**config.mk**
```make
export PLATFORM = sky130hd
export DESIGN_NAME = player_controller_flat
export DESIGN_NICKNAME = d
export VERILOG_FILES = /design/src/rtl/player_pkg.sv /design/src/rtl/player_controller_if.sv /design/src/rtl/sprite_animator.sv /design/src/rtl/player_controller.sv /design/src/flat_wrapper.sv
export SDC_FILE = /design/constraint.sdc
export NUM_CORES = 1
export LEC_CHECK = 0
export BUFFER_PORTS_ARGS = -buffer_cell sky130_fd_sc_hd__buf_4
export CAP_MARGIN = 5
export CORE_MARGIN = 4
export CORE_UTILIZATION = 40
export CTS_CLUSTER_DIAMETER = 200
export DETAILED_ROUTE_END_ITERATION = 16
export PLACE_DENSITY = 0.7
export SKIP_CTS_REPAIR_TIMING = 1
export SYNTH_ARGS = -nofsm -noshare
export SYNTH_HDL_FRONTEND = slang
export SYNTH_SLANG_ARGS = --single-unit
```
**constraint.sdc**
```tcl
create_clock -name clk -period 6.63 [get_ports clk]
set_input_delay 0.9945 -clock clk [delete_from_list [all_inputs] [get_ports clk]]
set_output_delay 0.9945 -clock clk [all_outputs]
set_load 0.02 [all_outputs]
```
**src/rtl/player_pkg.sv**
```systemverilog
// Shared codes for the player controller: directions, states, sprite/sword encodings
// and the controller input bit map with its direction-priority decoder.
package player_pkg;

  typedef enum logic [1:0] {
    DIR_UP    = 2'b00,
    DIR_RIGHT = 2'b01,
    DIR_DOWN  = 2'b10,
    DIR_LEFT  = 2'b11
  } dir_e;

  typedef enum logic [1:0] {
    IDLE     = 2'b00,
    MOVE     = 2'b01,
    ATTACK   = 2'b10,
    COOLDOWN = 2'b11
  } state_e;

  localparam logic [3:0] SPRITE_IDLE_A = 4'b0011;
  localparam logic [3:0] SPRITE_IDLE_B = 4'b0010;
  localparam logic [3:0] SPRITE_ATTACK = 4'b0100;

  localparam logic [3:0] SWORD_VISIBLE = 4'b0001;
  localparam logic [3:0] SWORD_HIDDEN  = 4'b1111;

  localparam logic [1:0] ORIENT_RIGHT = 2'b01;
  localparam logic [1:0] ORIENT_LEFT  = 2'b11;

  localparam int BIT_ATTACK = 9;
  localparam int BIT_RIGHT  = 8;
  localparam int BIT_LEFT   = 7;
  localparam int BIT_DOWN   = 6;
  localparam int BIT_UP     = 5;

  typedef struct packed {
    logic any;
    dir_e dir;
  } press_t;

  // Right beats left beats down beats up when several are held.
  function automatic press_t decode_press(input logic [9:0] d);
    press_t p;
    p.any = 1'b1;
    if (d[BIT_RIGHT])      p.dir = DIR_RIGHT;
    else if (d[BIT_LEFT])  p.dir = DIR_LEFT;
    else if (d[BIT_DOWN])  p.dir = DIR_DOWN;
    else if (d[BIT_UP])    p.dir = DIR_UP;
    else begin
      p.any = 1'b0;
      p.dir = DIR_UP;
    end
    return p;
  endfunction

endpackage

```
**src/rtl/player_controller_if.sv**
```systemverilog
// Frame-rate controls into the player controller and its registered outputs.
interface player_controller_if #(
  parameter int XW = 4,
  parameter int YW = 4
);
  logic              trigger;
  logic [9:0]        input_data;
  logic              respawn;
  logic              freeze;
  logic [XW+YW-1:0]  player_pos;
  logic [1:0]        player_orientation;
  logic [1:0]        player_direction;
  logic [3:0]        player_sprite;
  logic [XW+YW-1:0]  sword_position;
  logic [3:0]        sword_visible;
  logic [1:0]        sword_orientation;
  logic              attack_active;

  modport master (
    output trigger, input_data, respawn, freeze,
    input  player_pos, player_orientation, player_direction, player_sprite,
           sword_position, sword_visible, sword_orientation, attack_active
  );

  modport slave (
    input  trigger, input_data, respawn, freeze,
    output player_pos, player_orientation, player_direction, player_sprite,
           sword_position, sword_visible, sword_orientation, attack_active
  );
endinterface

```
**src/rtl/sprite_animator.sv**
```systemverilog
// Idle animation phase counter; attack_active is the controller's next-cycle attack
// flag so the sprite register switches on the same edge as attack_active itself.
module sprite_animator
  import player_pkg::*;
#(
  parameter int ANIM_PERIOD = 21,
  parameter int ANIM_TOGGLE = 7
) (
  input  logic       clk,
  input  logic       reset,
  input  logic       trigger,
  input  logic       attack_active,
  output logic [3:0] player_sprite
);

  localparam int AW = $clog2(ANIM_PERIOD);
  localparam logic [AW-1:0] CNT_LAST = AW'(ANIM_PERIOD - 1);
  localparam logic [AW-1:0] CNT_TOG  = AW'(ANIM_TOGGLE);
  localparam logic [AW-1:0] CNT_ONE  = AW'(1);

  logic [AW-1:0] anim_cnt_q, anim_cnt_d;
  logic [3:0]    phase_q, phase_d;
  logic [3:0]    sprite_q, sprite_d;

  always_comb begin
    anim_cnt_d = anim_cnt_q;
    phase_d    = phase_q;
    if (trigger) begin
      if (anim_cnt_q == CNT_LAST) begin
        anim_cnt_d = '0;
        phase_d    = SPRITE_IDLE_A;
      end else begin
        anim_cnt_d = anim_cnt_q + CNT_ONE;
        if (anim_cnt_q == CNT_TOG) phase_d = SPRITE_IDLE_B;
      end
    end
    sprite_d = attack_active ? SPRITE_ATTACK : phase_d;
  end

  always_ff @(posedge clk or negedge reset) begin
    if (!reset) begin
      anim_cnt_q <= '0;
      phase_q    <= SPRITE_IDLE_A;
      sprite_q   <= SPRITE_IDLE_A;
    end else begin
      anim_cnt_q <= anim_cnt_d;
      phase_q    <= phase_d;
      sprite_q   <= sprite_d;
    end
  end

  assign player_sprite = sprite_q;

endmodule

```
**src/rtl/player_controller.sv**
```systemverilog
// Per-frame player movement/attack controller: grid position, facing, timed sword
// hit box with cooldown, held-direction auto-repeat, respawn and freeze.
module player_controller
  import player_pkg::*;
#(
  parameter int XW              = 4,
  parameter int YW              = 4,
  parameter int X_MIN           = 0,
  parameter int X_MAX           = 15,
  parameter int Y_MIN           = 2,
  parameter int Y_MAX           = 11,
  parameter int SPAWN_X         = 1,
  parameter int SPAWN_Y         = 3,
  parameter int ATTACK_FRAMES   = 5,
  parameter int COOLDOWN_FRAMES = 3,
  parameter int REPEAT_FRAMES   = 4,
  parameter int ANIM_PERIOD     = 21,
  parameter int ANIM_TOGGLE     = 7
) (
  input  logic clk,
  input  logic reset,
  player_controller_if.slave bus
);

  localparam int CNT_W = 8;
  localparam int XS    = X_MAX - X_MIN;
  localparam int YS    = Y_MAX - Y_MIN;
  localparam logic [XW:0]      X_LO   = X_MIN[XW:0];
  localparam logic [YW:0]      Y_LO   = Y_MIN[YW:0];
  localparam logic [XW:0]      X_SPAN = XS[XW:0];
  localparam logic [YW:0]      Y_SPAN = YS[YW:0];
  localparam logic [XW:0]      X_INC  = {{XW{1'b0}}, 1'b1};
  localparam logic [YW:0]      Y_INC  = {{YW{1'b0}}, 1'b1};
  localparam logic [XW-1:0]    SPX    = SPAWN_X[XW-1:0];
  localparam logic [YW-1:0]    SPY    = SPAWN_Y[YW-1:0];
  localparam logic [CNT_W-1:0] CNT_ONE     = CNT_W'(1);
  localparam logic [CNT_W-1:0] ATTACK_LOAD = CNT_W'(ATTACK_FRAMES);
  localparam logic [CNT_W-1:0] COOL_LOAD   = CNT_W'(COOLDOWN_FRAMES);
  localparam logic [CNT_W-1:0] REPEAT_LOAD = CNT_W'(REPEAT_FRAMES);

  state_e              state_q, state_d;
  logic [XW-1:0]       x_q, x_d;
  logic [YW-1:0]       y_q, y_d;
  dir_e                dir_q, dir_d;
  logic [1:0]          orient_q, orient_d;
  logic [XW+YW-1:0]    sword_pos_q, sword_pos_d;
  logic [3:0]          sword_vis_q, sword_vis_d;
  dir_e                sword_ori_q, sword_ori_d;
  logic                attack_q, attack_d;
  logic [CNT_W-1:0]    cnt_q, cnt_d;

  press_t              press;
  dir_e                act_dir;
  logic                frame, do_turn, do_step, nb_ok;
  logic [XW:0]         nx;
  logic [YW:0]         ny;

  // Neighbour cell in the acting direction, one spare bit per axis so that
  // stepping off either edge lands outside the unsigned window check.
  always_comb begin
    press   = decode_press(bus.input_data);
    act_dir = press.any ? press.dir : dir_q;
    nx      = {1'b0, x_q};
    ny      = {1'b0, y_q};
    case (act_dir)
      DIR_UP:    ny = ny - Y_INC;
      DIR_RIGHT: nx = nx + X_INC;
      DIR_DOWN:  ny = ny + Y_INC;
      default:   nx = nx - X_INC;
    endcase
    nb_ok = ((nx - X_LO) <= X_SPAN) && ((ny - Y_LO) <= Y_SPAN);
  end

  always_comb begin
    state_d     = state_q;
    x_d         = x_q;
    y_d         = y_q;
    dir_d       = dir_q;
    orient_d    = orient_q;
    sword_pos_d = sword_pos_q;
    sword_vis_d = sword_vis_q;
    sword_ori_d = sword_ori_q;
    cnt_d       = cnt_q;
    do_turn     = 1'b0;
    do_step     = 1'b0;
    frame       = bus.trigger && !bus.freeze;

    if (bus.respawn) begin
      state_d     = IDLE;
      x_d         = SPX;
      y_d         = SPY;
      sword_vis_d = SWORD_HIDDEN;
      cnt_d       = '0;
    end else if (frame) begin
      case (state_q)
        IDLE: begin
          if (bus.input_data[BIT_ATTACK]) begin
            do_turn     = 1'b1;
            sword_ori_d = act_dir;
            if (nb_ok) begin
              sword_pos_d = {nx[XW-1:0], ny[YW-1:0]};
              sword_vis_d = SWORD_VISIBLE;
            end
            state_d = ATTACK;
            cnt_d   = ATTACK_LOAD;
          end else if (press.any) begin
            do_turn = 1'b1;
            do_step = 1'b1;
            state_d = MOVE;
            cnt_d   = REPEAT_LOAD;
          end
        end
        MOVE: begin
          if (!press.any) begin
            state_d = IDLE;
            cnt_d   = '0;
          end else if (cnt_q <= CNT_ONE) begin
            do_turn = 1'b1;
            do_step = 1'b1;
            cnt_d   = REPEAT_LOAD;
          end else begin
            cnt_d = cnt_q - CNT_ONE;
          end
        end
        ATTACK: begin
          if (cnt_q <= CNT_ONE) begin
            sword_vis_d = SWORD_HIDDEN;
            if (COOLDOWN_FRAMES == 0) begin
              state_d = IDLE;
              cnt_d   = '0;
            end else begin
              state_d = COOLDOWN;
              cnt_d   = COOL_LOAD;
            end
          end else begin
            cnt_d = cnt_q - CNT_ONE;
          end
        end
        default: begin
          // Cooldown: steps allowed every frame a direction is held, attacks dropped.
          if (press.any) begin
            do_turn = 1'b1;
            do_step = 1'b1;
          end
          if (cnt_q <= CNT_ONE) begin
            state_d = IDLE;
            cnt_d   = '0;
          end else begin
            cnt_d = cnt_q - CNT_ONE;
          end
        end
      endcase
    end

    if (do_turn) begin
      dir_d = act_dir;
      if (act_dir == DIR_RIGHT)     orient_d = ORIENT_RIGHT;
      else if (act_dir == DIR_LEFT) orient_d = ORIENT_LEFT;
    end
    if (do_step && nb_ok) begin
      x_d = nx[XW-1:0];
      y_d = ny[YW-1:0];
    end
    attack_d = (state_d == ATTACK);
  end

  always_ff @(posedge clk or negedge reset) begin
    if (!reset) begin
      state_q     <= IDLE;
      x_q         <= SPX;
      y_q         <= SPY;
      dir_q       <= DIR_RIGHT;
      orient_q    <= ORIENT_RIGHT;
      sword_pos_q <= '0;
      sword_vis_q <= SWORD_HIDDEN;
      sword_ori_q <= DIR_UP;
      attack_q    <= 1'b0;
      cnt_q       <= '0;
    end else begin
      state_q     <= state_d;
      x_q         <= x_d;
      y_q         <= y_d;
      dir_q       <= dir_d;
      orient_q    <= orient_d;
      sword_pos_q <= sword_pos_d;
      sword_vis_q <= sword_vis_d;
      sword_ori_q <= sword_ori_d;
      attack_q    <= attack_d;
      cnt_q       <= cnt_d;
    end
  end

  sprite_animator #(
    .ANIM_PERIOD (ANIM_PERIOD),
    .ANIM_TOGGLE (ANIM_TOGGLE)
  ) u_sprite (
    .clk           (clk),
    .reset         (reset),
    .trigger       (bus.trigger),
    .attack_active (attack_d),
    .player_sprite (bus.player_sprite)
  );

  assign bus.player_pos         = {x_q, y_q};
  assign bus.player_orientation = orient_q;
  assign bus.player_direction   = dir_q;
  assign bus.sword_position     = sword_pos_q;
  assign bus.sword_visible      = sword_vis_q;
  assign bus.sword_orientation  = sword_ori_q;
  assign bus.attack_active      = attack_q;

endmodule

```
**src/flat_wrapper.sv**
```systemverilog
// flat-port wrapper written by rule: the top's interface ports become plain ports
module player_controller_flat import player_pkg::*;
#(
  parameter int XW              = 4,
  parameter int YW              = 4,
  parameter int X_MIN           = 0,
  parameter int X_MAX           = 15,
  parameter int Y_MIN           = 2,
  parameter int Y_MAX           = 11,
  parameter int SPAWN_X         = 1,
  parameter int SPAWN_Y         = 3,
  parameter int ATTACK_FRAMES   = 5,
  parameter int COOLDOWN_FRAMES = 3,
  parameter int REPEAT_FRAMES   = 4,
  parameter int ANIM_PERIOD     = 21,
  parameter int ANIM_TOGGLE     = 7
)
  (clk, reset, bus_trigger, bus_input_data, bus_respawn, bus_freeze, bus_player_pos, bus_player_orientation, bus_player_direction, bus_player_sprite, bus_sword_position, bus_sword_visible, bus_sword_orientation, bus_attack_active);
  player_controller_if #(.XW(XW), .YW(YW)) bus_i ();
  input  logic clk;
  input  logic reset;
  input wire logic [$bits(bus_i.trigger)-1:0] bus_trigger;
  input wire logic [$bits(bus_i.input_data)-1:0] bus_input_data;
  input wire logic [$bits(bus_i.respawn)-1:0] bus_respawn;
  input wire logic [$bits(bus_i.freeze)-1:0] bus_freeze;
  output wire logic [$bits(bus_i.player_pos)-1:0] bus_player_pos;
  output wire logic [$bits(bus_i.player_orientation)-1:0] bus_player_orientation;
  output wire logic [$bits(bus_i.player_direction)-1:0] bus_player_direction;
  output wire logic [$bits(bus_i.player_sprite)-1:0] bus_player_sprite;
  output wire logic [$bits(bus_i.sword_position)-1:0] bus_sword_position;
  output wire logic [$bits(bus_i.sword_visible)-1:0] bus_sword_visible;
  output wire logic [$bits(bus_i.sword_orientation)-1:0] bus_sword_orientation;
  output wire logic [$bits(bus_i.attack_active)-1:0] bus_attack_active;
  assign bus_i.trigger = bus_trigger;
  assign bus_i.input_data = bus_input_data;
  assign bus_i.respawn = bus_respawn;
  assign bus_i.freeze = bus_freeze;
  assign bus_player_pos = bus_i.player_pos;
  assign bus_player_orientation = bus_i.player_orientation;
  assign bus_player_direction = bus_i.player_direction;
  assign bus_player_sprite = bus_i.player_sprite;
  assign bus_sword_position = bus_i.sword_position;
  assign bus_sword_visible = bus_i.sword_visible;
  assign bus_sword_orientation = bus_i.sword_orientation;
  assign bus_attack_active = bus_i.attack_active;
  player_controller #(.XW(XW), .YW(YW), .X_MIN(X_MIN), .X_MAX(X_MAX), .Y_MIN(Y_MIN), .Y_MAX(Y_MAX), .SPAWN_X(SPAWN_X), .SPAWN_Y(SPAWN_Y), .ATTACK_FRAMES(ATTACK_FRAMES), .COOLDOWN_FRAMES(COOLDOWN_FRAMES), .REPEAT_FRAMES(REPEAT_FRAMES), .ANIM_PERIOD(ANIM_PERIOD), .ANIM_TOGGLE(ANIM_TOGGLE)) u_core (.clk(clk), .reset(reset), .bus(bus_i));
endmodule
```
==> results.py, run 1 <==
metrics = {
    "outcome": {
        "status": "completed",
    },
    "route": {
        "drt_iter0_drc": 146,
        "viasPerCell": 5.27,
        "drc": 0,
        "wire_per_inst_um": 14.2,
        "vias": 2238,
        "ant_nets": 0,
        "routed_wl_mm": 6.05,
        "dr.pass1.iters": 4,
    },
    "critical_path": {
        "cp.arrival_ns": 4.78,
        "cp_max_fo": 8,
        "end_kind": "register",
        "crit_type": "input pin to register",
        "critPathRequiredTime_ns": 6.83,
        "startpoint_type": "input pin",
    },
    "power": {
        "p_total_mw": 0.974,
        "p_per_area_nw_per_um2": 299,
        "power_leakage_nw": 1.45,
        "ir_drop_mv": 0.123,
    },
    "clock_tree": {
        "numCtsBuffers": 5,
        "clkSinkCount": 46,
        "clk_pin_slew_ns": 0.09,
        "h-tree-depth": 2,
        "insertion_delay_ns": 0.31,
        "cts_buffer_depth": 2,
        "root_buffer": "clkbuf_8",
        "cts_tree": "built",
    },
    "placement": {
        "dp_hpwl_mm": 4.34,
        "gp_congestion": 0.894,
        "place_inst": 417,
        "dpl_worst_slack_ns": 1.72,
        "io_buffers": 38,
        "placed_area_um2": 3160,
    },
    "min_path": {
        "hold_path_class": "register to register",
    },
    "layout": {
        "drive_gt1_share_pct": 27.4,
        "antennaDiodeCount": 0,
        "nNetsFinal": 357,
        "stdcell_area_um2": 3250,
        "fin_util_pct": 47.6,
        "synthToLayoutAreaGrowth_pct": 15.3,
        "stdcell_count": 425,
    },
    "timing": {
        "drv_slew": 0,
        "worst_slew_pin_slew_ns": 0.794,
        "post-route-min-period_ns": 4.58,
        "timing.final.crit_share_pct": 69.1,
        "timing.hold.ws_ns": 0.501,
        "finalClockSkew_ns": 0.00954,
        "setup_viol": 0,
        "rsz0062_at_grt": "false",
        "hold_viol": 0,
        "relSlewSlack_pct": 47.1,
        "layout_setup_ws_ns": 2.05,
        "fmax_mhz": 218,
        "setup_tns_ns": 0,
    },
    "synth": {
        "ys_top_cells_by_area": "dfrtp_1 33%, dfstp_2 8.4%, ha_1 5.3%",
        "ys_async_sr_fraction_pct": 100,
        "synthCells": 293,
        "synth_area_um2": 2820,
        "synth-seq-cells": 46,
        "synth.most_common_cell": "dfrtp_1",
        "ys_types": 62,
        "ys.flop_type": "dfrtp_1",
        "synth_top_area_cell": "dfrtp_1",
        "yosysWarnings": 0,
        "yosysSeqAreaShare_pct": 41.2,
        "synth_common_cells": "37 x dfrtp_1, 35 x nor2_1, 20 x nand2_1",
        "synth_edf_count": 0,
        "yosysTopAreaCellShare_pct": 32.8,
        "avgSynthCellArea_um2": 9.63,
    },
    "global_route": {
        "antenna_found_initial": 0,
        "grt_max_degree": 47,
        "grt_pass1_wl_mm": 10.2,
        "grt_pass1_vias": 2101,
        "track_usage_pct": 15.0,
        "grt_remaining_overflow": 0,
    },
    "floorplan": {
        "io_pins": 46,
        "num_rows": 30,
        "start_util_pct": 41.3,
        "die_y_um": 92.0,
        "die_w_um": 92.0,
        "core-area_um2": 6830,
        "dieArea_um2": 8460,
    },
    "run": {
        "max_cap_viol_count": 0,
    },
}
==> layer usage <==
metal	vias up	global-route usage, %	wire, um
met5	-	0	0
met4	0	4.83	108
met3	9	2.95	272
met2	47	23.5	2690
met1	1079	20.8	2990
li1	1103	-	-
==> path summary, 6_finish.rpt <==
check,from,to,slack (ns),cells after the start
max,bus_input_data[5],u_core.bus.sword_position[4]$_DFFE_PN0P_,2.05,14
min,u_core.bus.sword_orientation[0]$_DFFE_PN0P_,u_core.bus.sword_orientation[0]$_DFFE_PN0P_,0.50,2
max reg2reg,u_core.bus.player_direction[0]$_DFFE_PN1P_,u_core.bus.sword_position[4]$_DFFE_PN0P_,2.50,13
min reg2reg,u_core.bus.sword_orientation[0]$_DFFE_PN0P_,u_core.bus.sword_orientation[0]$_DFFE_PN0P_,0.50,2
max in group asynchronous,reset,u_core.bus.sword_orientation[0]$_DFFE_PN0P_,5.57,1
min in group asynchronous,reset,u_core.u_sprite.player_sprite[3]$_DFF_PN0_,0.66,1
==> state kept, by name, indices dropped and copies added, names as in the netlist <==
register / count
u_core.state_q: 2
u_core.y_q: 4
u_core.bus.sword_position: 8
u_core.bus.sword_visible: 1
u_core.u_sprite.phase_q: 4
u_core.u_sprite.player_sprite: 4
u_core.bus.player_orientation: 1
u_core.bus.sword_orientation: 2
u_core.bus.player_direction: 2
u_core.u_sprite.anim_cnt_q: 5
u_core.bus.attack_active: 1
u_core.x_q: 4
u_core.cnt_q: 8
==> worst max-delay path, stage by stage <==
cell	delay, ns
buf_4	0.12
nand2b_1	0.14
a21oi_2	0.36
nand2_1	0.22
fa_1	0.45
xor2_1	0.20
mux2i_1	0.33
ha_1	0.29
o21ai_0	0.11
and4_2	0.25
a311o_2	0.34
o21ai_0	0.39
nand2_2	0.25
mux2_2	0.33
==> layout by cell type (no fill, tap or decap), types with 4 or more instances in the layout <==
cell type | netlist | routed
buf_4 | 4 | 40
dfrtp_1 | 37 | 37
nor2_1 | 35 | 35
nand2_1 | 20 | 20
a21oi_1 | 19 | 19
inv_1 | 15 | 15
o21ai_0 | 15 | 15
ha_1 | 12 | 12
mux2_2 | 9 | 9
dfstp_2 | 9 | 9
xnor2_1 | 8 | 8
nor2b_1 | 7 | 7
o22ai_1 | 7 | 7
or2_2 | 6 | 6
mux2i_1 | 5 | 5
nand2b_1 | 5 | 5
clkbuf_8 | 1 | 5
nor4_1 | 4 | 4
==> where the power goes <==
group	internal, mW	switching, mW	total, mW
registers	0.362	0.0625	0.424
clock network	0.0763	0.103	0.180
logic	0.171	0.199	0.370
total	0.609	0.365	0.974
==> logic make-up (layout without fill, tap and decap cells) <==
group / after synthesis / after routing / share of synthesized area [%]
AND/OR/NAND/NOR: 111 / 111 / 21.9
AO/OA/AOI/OAI: 69 / 69 / 16.6
flip-flops: 46 / 46 / 41.2
buffers and inverters: 28 / 63 / 4.96
adder cells (fa/ha/maj): 14 / 14 / 6.74
multiplexers: 14 / 14 / 5.36
XOR/XNOR: 10 / 10 / 3.10
other: 1 / 2 / 0.133
==> area by class of cell <==
type                            count  area (um^2)
Clock buffer                        5         68.8
Clock inverter                      3         22.5
Fill cell                         657         3580
Inverter                           15         56.3
Multi-Input combinational cell    220         1520
Sequential cell                    46         1160
Tap cell                           96          120
Timing Repair Buffer               40          300
Note: power is estimated with default switching activity, not from simulation.
==> run 2: changes to the inputs <==
Clock period 6.63 ns to 4.8 ns, I/O delays scaled along.
==> run 2 against run 1 <==
Against the previous run:
- critical path depth did not move
- combinational power rose by 37%
- clock skew fell by 0.0013 ns
- highest routed layer unchanged
- worst setup slack got worse by 1.5 ns
- non-clock buffer count rose by 2
- global-route usage rose by 0.21 points
- clock power rose by 38%
- critical endpoint is now u_core.bus.sword_position[1]$_DFFE_PN0P_
==> results.py, run 2 (synthesis results as in run 1) <==
metrics = {
    "critical_path": {
        "critPathMaxStageDelay_ns": 0.43,
        "crit_chain": "buf_4 -> or2_2 -> nor2_1 -> nand2_1 -> fa_1 -> xor2_1 -> mux2i_1 -> ha_1 -> a221o_1 -> o311ai_0 -> a311o_2 -> o21ai_0 -> nand2_2 -> mux2_2",
        "cp.arrival_ns": 4.48,
        "cp_max_fo": 7,
        "startpoint_type": "input pin",
        "critPathRequiredTime_ns": 5.00,
        "end_kind": "register",
        "slowest_stage": "fa_1",
        "crit_type": "input pin to register",
    },
    "layout": {
        "antennaDiodeCount": 0,
        "final_common_cell": "buf_4",
        "stdcell_count": 427,
        "nNetsFinal": 359,
        "drive_gt1_share_pct": 27.8,
        "final_cell_mix": "42 x buf_4, 37 x dfrtp_1, 35 x nor2_1",
        "synthToLayoutAreaGrowth_pct": 15.8,
    },
    "timing": {
        "setup_tns_ns": 0,
        "fmax_mhz": 234,
        "setup_viol": 0,
        "layout_setup_ws_ns": 0.525,
        "relSlewSlack_pct": 46.6,
        "timing.hold.ws_ns": 0.401,
        "drv_slew": 0,
        "worst_slew_pin_slew_ns": 0.801,
        "rsz0062_at_grt": "false",
        "post-route-min-period_ns": 4.27,
        "hold_viol": 0,
        "timing.final.crit_share_pct": 89.1,
        "finalClockSkew_ns": 0.00826,
    },
    "placement": {
        "place_inst": 419,
        "gp_congestion": 0.884,
        "io_buffers": 38,
        "dpl_worst_slack_ns": 0.250,
        "dp_hpwl_mm": 4.40,
    },
    "route": {
        "dr.pass1.iters": 4,
        "vias": 2239,
        "wire_per_inst_um": 14.1,
        "routed_wl_mm": 6.02,
        "ant_nets": 0,
        "drc": 0,
        "viasPerCell": 5.24,
        "drt_iter0_drc": 242,
    },
    "clock_tree": {
        "clkSinkCount": 46,
        "cts_tree": "built",
        "cts_buffer_depth": 2,
        "clk_pin_slew_ns": 0.10,
        "h-tree-depth": 2,
        "root_buffer": "clkbuf_8",
        "insertion_delay_ns": 0.31,
        "numCtsBuffers": 5,
    },
    "floorplan": {
        "die_y_um": 92.0,
        "io_pins": 46,
        "num_rows": 30,
        "die_w_um": 92.0,
        "core-area_um2": 6830,
        "dieArea_um2": 8460,
        "start_util_pct": 41.3,
    },
    "power": {
        "p_per_area_nw_per_um2": 411,
        "ir_drop_mv": 0.178,
        "power_leakage_nw": 1.46,
    },
    "global_route": {
        "grt_max_degree": 47,
        "grt_pass1_wl_mm": 10.4,
        "track_usage_pct": 15.2,
        "grt_remaining_overflow": 0,
        "antenna_found_initial": 0,
        "grt_pass1_vias": 2158,
    },
    "run": {
        "max_cap_viol_count": 0,
    },
    "outcome": {
        "status": "completed",
    },
    "min_path": {
        "hold_path_class": "input pin to async pin",
    },
}
==> run 2: worst max-delay path, delay by kind of cell <==
kind,cells,cell delay (ns)
AO/OA/AOI/OAI,4,1.12
multiplexers,2,0.54
AND/OR/NAND/NOR,4,0.89
buffers and inverters,1,0.11
adder cells (fa/ha/maj),2,0.81
XOR/XNOR,1,0.26
==> run 2: area by class of cell <==
type	instances	area (um^2)
fillers	675	3560
multi-input cells	220	1520
flip-flops and latches	46	1160
repair buffers	42	315
well taps	96	120
clock buffers	5	68.8
inverters	15	56.3
clock inverters	3	22.5
==> run 2: path summary, 6_finish.rpt <==
kind                                                             startpoint                                     endpoint  slack (ns)  depth (start not counted)
worst max-delay path                                      bus_input_data[7]     u_core.bus.sword_position[1]$_DFFE_PN0P_        0.53                         14
worst min-delay path                                                  reset   u_core.u_sprite.player_sprite[3]$_DFF_PN0_        0.40                          1
worst max register to register   u_core.bus.player_direction[0]$_DFFE_PN1P_     u_core.bus.sword_position[1]$_DFFE_PN0P_        0.56                         13
worst min register to register  u_core.bus.sword_orientation[0]$_DFFE_PN0P_  u_core.bus.sword_orientation[0]$_DFFE_PN0P_        0.50                          2
max in group asynchronous                                             reset                    u_core.y_q[1]$_DFFE_PN1P_        4.00                          1
min in group clk                u_core.bus.sword_orientation[0]$_DFFE_PN0P_  u_core.bus.sword_orientation[0]$_DFFE_PN0P_        0.50                          2
==> run 2: where the power goes <==
part / leakage, nW / switching (mW) / internal [mW]
combinational: 0.834 / 0.271 / 0.237
clock: 0.0489 / 0.142 / 0.105
sequential: 0.572 / 0.0874 / 0.500
==> run 2: metrics by stage <==
stage	util, %	power, mW	instance area [um^2]
6_report	47.9	1.34	3270
5_1_grt	47.9	1.45	3270
4_1_cts	47.9	1.36	3270
3_5_place_dp	46.5	1.11	3180
3_3_place_gp	46.5	1.09	3180
2_1_floorplan	-	0.938	2830
==> run 2: per-layer routing <==
metal,wire length (um),part of all wire [%],up-vias,global-route usage [%]
met4,99,1.6,0,5.32
met1,2880,48,1056,21.2
met2,2720,45,60,23.4
met5,0,0,-,0
met3,326,5.4,10,3.04
li1,-,-,1113,-
==> run 3: changes to the inputs <==
Settings changed: PLACE_DENSITY 0.7 to unset, PLACE_DENSITY_LB_ADDON set to 0.08.
==> run 3 against run 2 <==
Against the previous run:
- via count grew 0.40%
- worst setup slack improved by 0.041 ns
- count of clock-buffer cells in the layout increased by 1
- first-iteration DRC count decreased by 31%
- global-route usage rose by 0.41 points
- worst hold slack better by 0.0039 ns
- combinational power barely moved
==> results.py, run 3 (synthesis results as in run 1) <==
metrics = {
    "outcome": {
        "status": "completed",
    },
    "layout": {
        "synthToLayoutAreaGrowth_pct": 16.4,
        "final_cell_mix": "43 x buf_4, 37 x dfrtp_1, 35 x nor2_1",
        "fin_util_pct": 48.1,
        "nNetsFinal": 360,
        "antennaDiodeCount": 0,
        "final_common_cell": "buf_4",
        "n_fill_cell": 666,
        "stdcell_count": 428,
        "drive_gt1_share_pct": 28.0,
    },
    "timing": {
        "rsz0062_at_grt": "false",
        "layout_setup_ws_ns": 0.566,
        "timing.final.crit_share_pct": 88.2,
        "hold_viol": 0,
        "drv_slew": 0,
        "fmax_mhz": 236,
        "setup_tns_ns": 0,
        "finalClockSkew_ns": 0.00840,
        "post-route-min-period_ns": 4.23,
        "setup_viol": 0,
        "relSlewSlack_pct": 46.3,
        "worst_slew_pin_slew_ns": 0.806,
    },
    "placement": {
        "place_inst": 420,
        "gp_congestion": 0.798,
        "io_buffers": 38,
        "dp_hpwl_mm": 4.51,
        "dpl_worst_slack_ns": 0.281,
    },
    "critical_path": {
        "worst-path-buf-inv": 1,
        "end_kind": "register",
        "crit_chain": "buf_4 -> or2_2 -> nor2_1 -> nand2_1 -> fa_1 -> xor2_1 -> mux2i_1 -> ha_1 -> a221o_1 -> o311ai_0 -> a311o_2 -> nor4_4 -> or2_1 -> mux2i_1",
        "crit_type": "input pin to register",
        "startpoint_type": "input pin",
        "critPathTopFamily": "simple AND/OR/NAND/NOR gates",
        "reg2reg_depth": 14,
        "critPathRequiredTime_ns": 5.03,
        "cp.arrival_ns": 4.47,
        "slowest_stage": "fa_1",
        "r2r-end": "u_core.y_q[2]$_DFFE_PN0P_",
        "r2r_setup_slack_ns": 0.79,
        "critPathMaxStageDelay_ns": 0.43,
        "r2r_start": "u_core.bus.player_direction[0]$_DFFE_PN1P_",
        "cp_max_fo": 8,
        "cpMostUsedCell": "mux2i_1",
    },
    "power": {
        "p_per_area_nw_per_um2": 415,
        "p_total_mw": 1.36,
        "ir_drop_mv": 0.240,
        "power_leakage_nw": 1.46,
    },
    "clock_tree": {
        "clk_pin_slew_ns": 0.09,
        "cts_tree": "built",
        "insertion_delay_ns": 0.30,
        "root_buffer": "clkbuf_8",
        "clkSinkCount": 46,
        "cts_buffer_depth": 2,
        "numCtsBuffers": 5,
        "h-tree-depth": 2,
    },
    "route": {
        "routed_wl_mm": 6.33,
        "drc": 0,
        "vias": 2248,
        "viasPerCell": 5.25,
        "ant_nets": 0,
        "dr.pass1.iters": 4,
        "wire_per_inst_um": 14.8,
        "drt_iter0_drc": 168,
    },
    "global_route": {
        "antenna_found_initial": 0,
        "track_usage_pct": 15.6,
        "grt_pass1_vias": 2151,
        "grt_max_degree": 47,
        "grt_remaining_overflow": 0,
        "grt_pass1_wl_mm": 10.8,
    },
    "floorplan": {
        "die_w_um": 92.0,
        "die_y_um": 92.0,
        "num_rows": 30,
        "io_pins": 46,
        "dieArea_um2": 8460,
        "start_util_pct": 41.3,
        "core-area_um2": 6830,
    },
    "min_path": {
        "hold_path_class": "input pin to async pin",
    },
    "run": {
        "max_cap_viol_count": 0,
    },
}
==> run 3: routing by layer <==
| layer | GRT usage, % | wire length (um) |
|---|---|---|
| met2 | 22.4 | 2680 |
| met4 | 4.70 | 76 |
| met5 | 0 | 0 |
| met1 | 23.6 | 3250 |
| met3 | 2.87 | 325 |
==> run 3: area by class of cell <==
| cell class | count | area, um^2 | share of cell area [%] |
|---|---|---|---|
| clock inverter | 2 | 16.3 | 0.495 |
| sequential | 46 | 1160 | 35.4 |
| inverter | 15 | 56.3 | 1.71 |
| tap | 96 | 120 | 3.66 |
| multi-input combinational | 220 | 1520 | 46.4 |
| timing repair buffer | 43 | 323 | 9.83 |
| clock buffer | 6 | 82.6 | 2.51 |
==> run 3: where the power goes <==
| group | switching, mW | internal [mW] |
|---|---|---|
| sequential | 0.0879 | 0.500 |
| combinational | 0.273 | 0.238 |
| clock | 0.145 | 0.119 |
==> run 3: worst reg2reg max path, cell delays in order, from the launching register on <==
cell	delay [ns]
dfstp_2	0.56
nor3b_1	0.19
buf_4	0.16
nor2_1	0.05
nand2_1	0.14
ha_1	0.30
xor2_1	0.26
mux2i_1	0.21
ha_1	0.38
a221o_1	0.16
o311ai_0	0.15
a311o_2	0.42
nor4_4	0.39
or2_1	0.36
mux2i_1	0.22
==> run 3: worst max path at each step <==
stage	start	endpoint	slack [ns]	cells past startpoint
2_1_floorplan	bus_input_data[7]	u_core.bus.sword_position[0]$_DFFE_PN0P_	0.58	14
3_3_place_gp	bus_input_data[7]	u_core.y_q[2]$_DFFE_PN0P_	0.26	14
3_5_place_dp	bus_input_data[7]	u_core.y_q[2]$_DFFE_PN0P_	0.28	14
4_1_cts	bus_input_data[7]	u_core.y_q[2]$_DFFE_PN0P_	0.59	14
5_1_grt	bus_input_data[7]	u_core.y_q[2]$_DFFE_PN0P_	0.28	14
6_report	bus_input_data[7]	u_core.y_q[2]$_DFFE_PN0P_	0.57	14
==> run 3: per-stage QoR <==
step	area, um^2	hold WS (ns)
floorplan	2830	0.424
global placement	3190	0.469
detailed placement	3190	0.472
CTS	3280	0.421
global route	3280	0.442
finish	3280	0.405
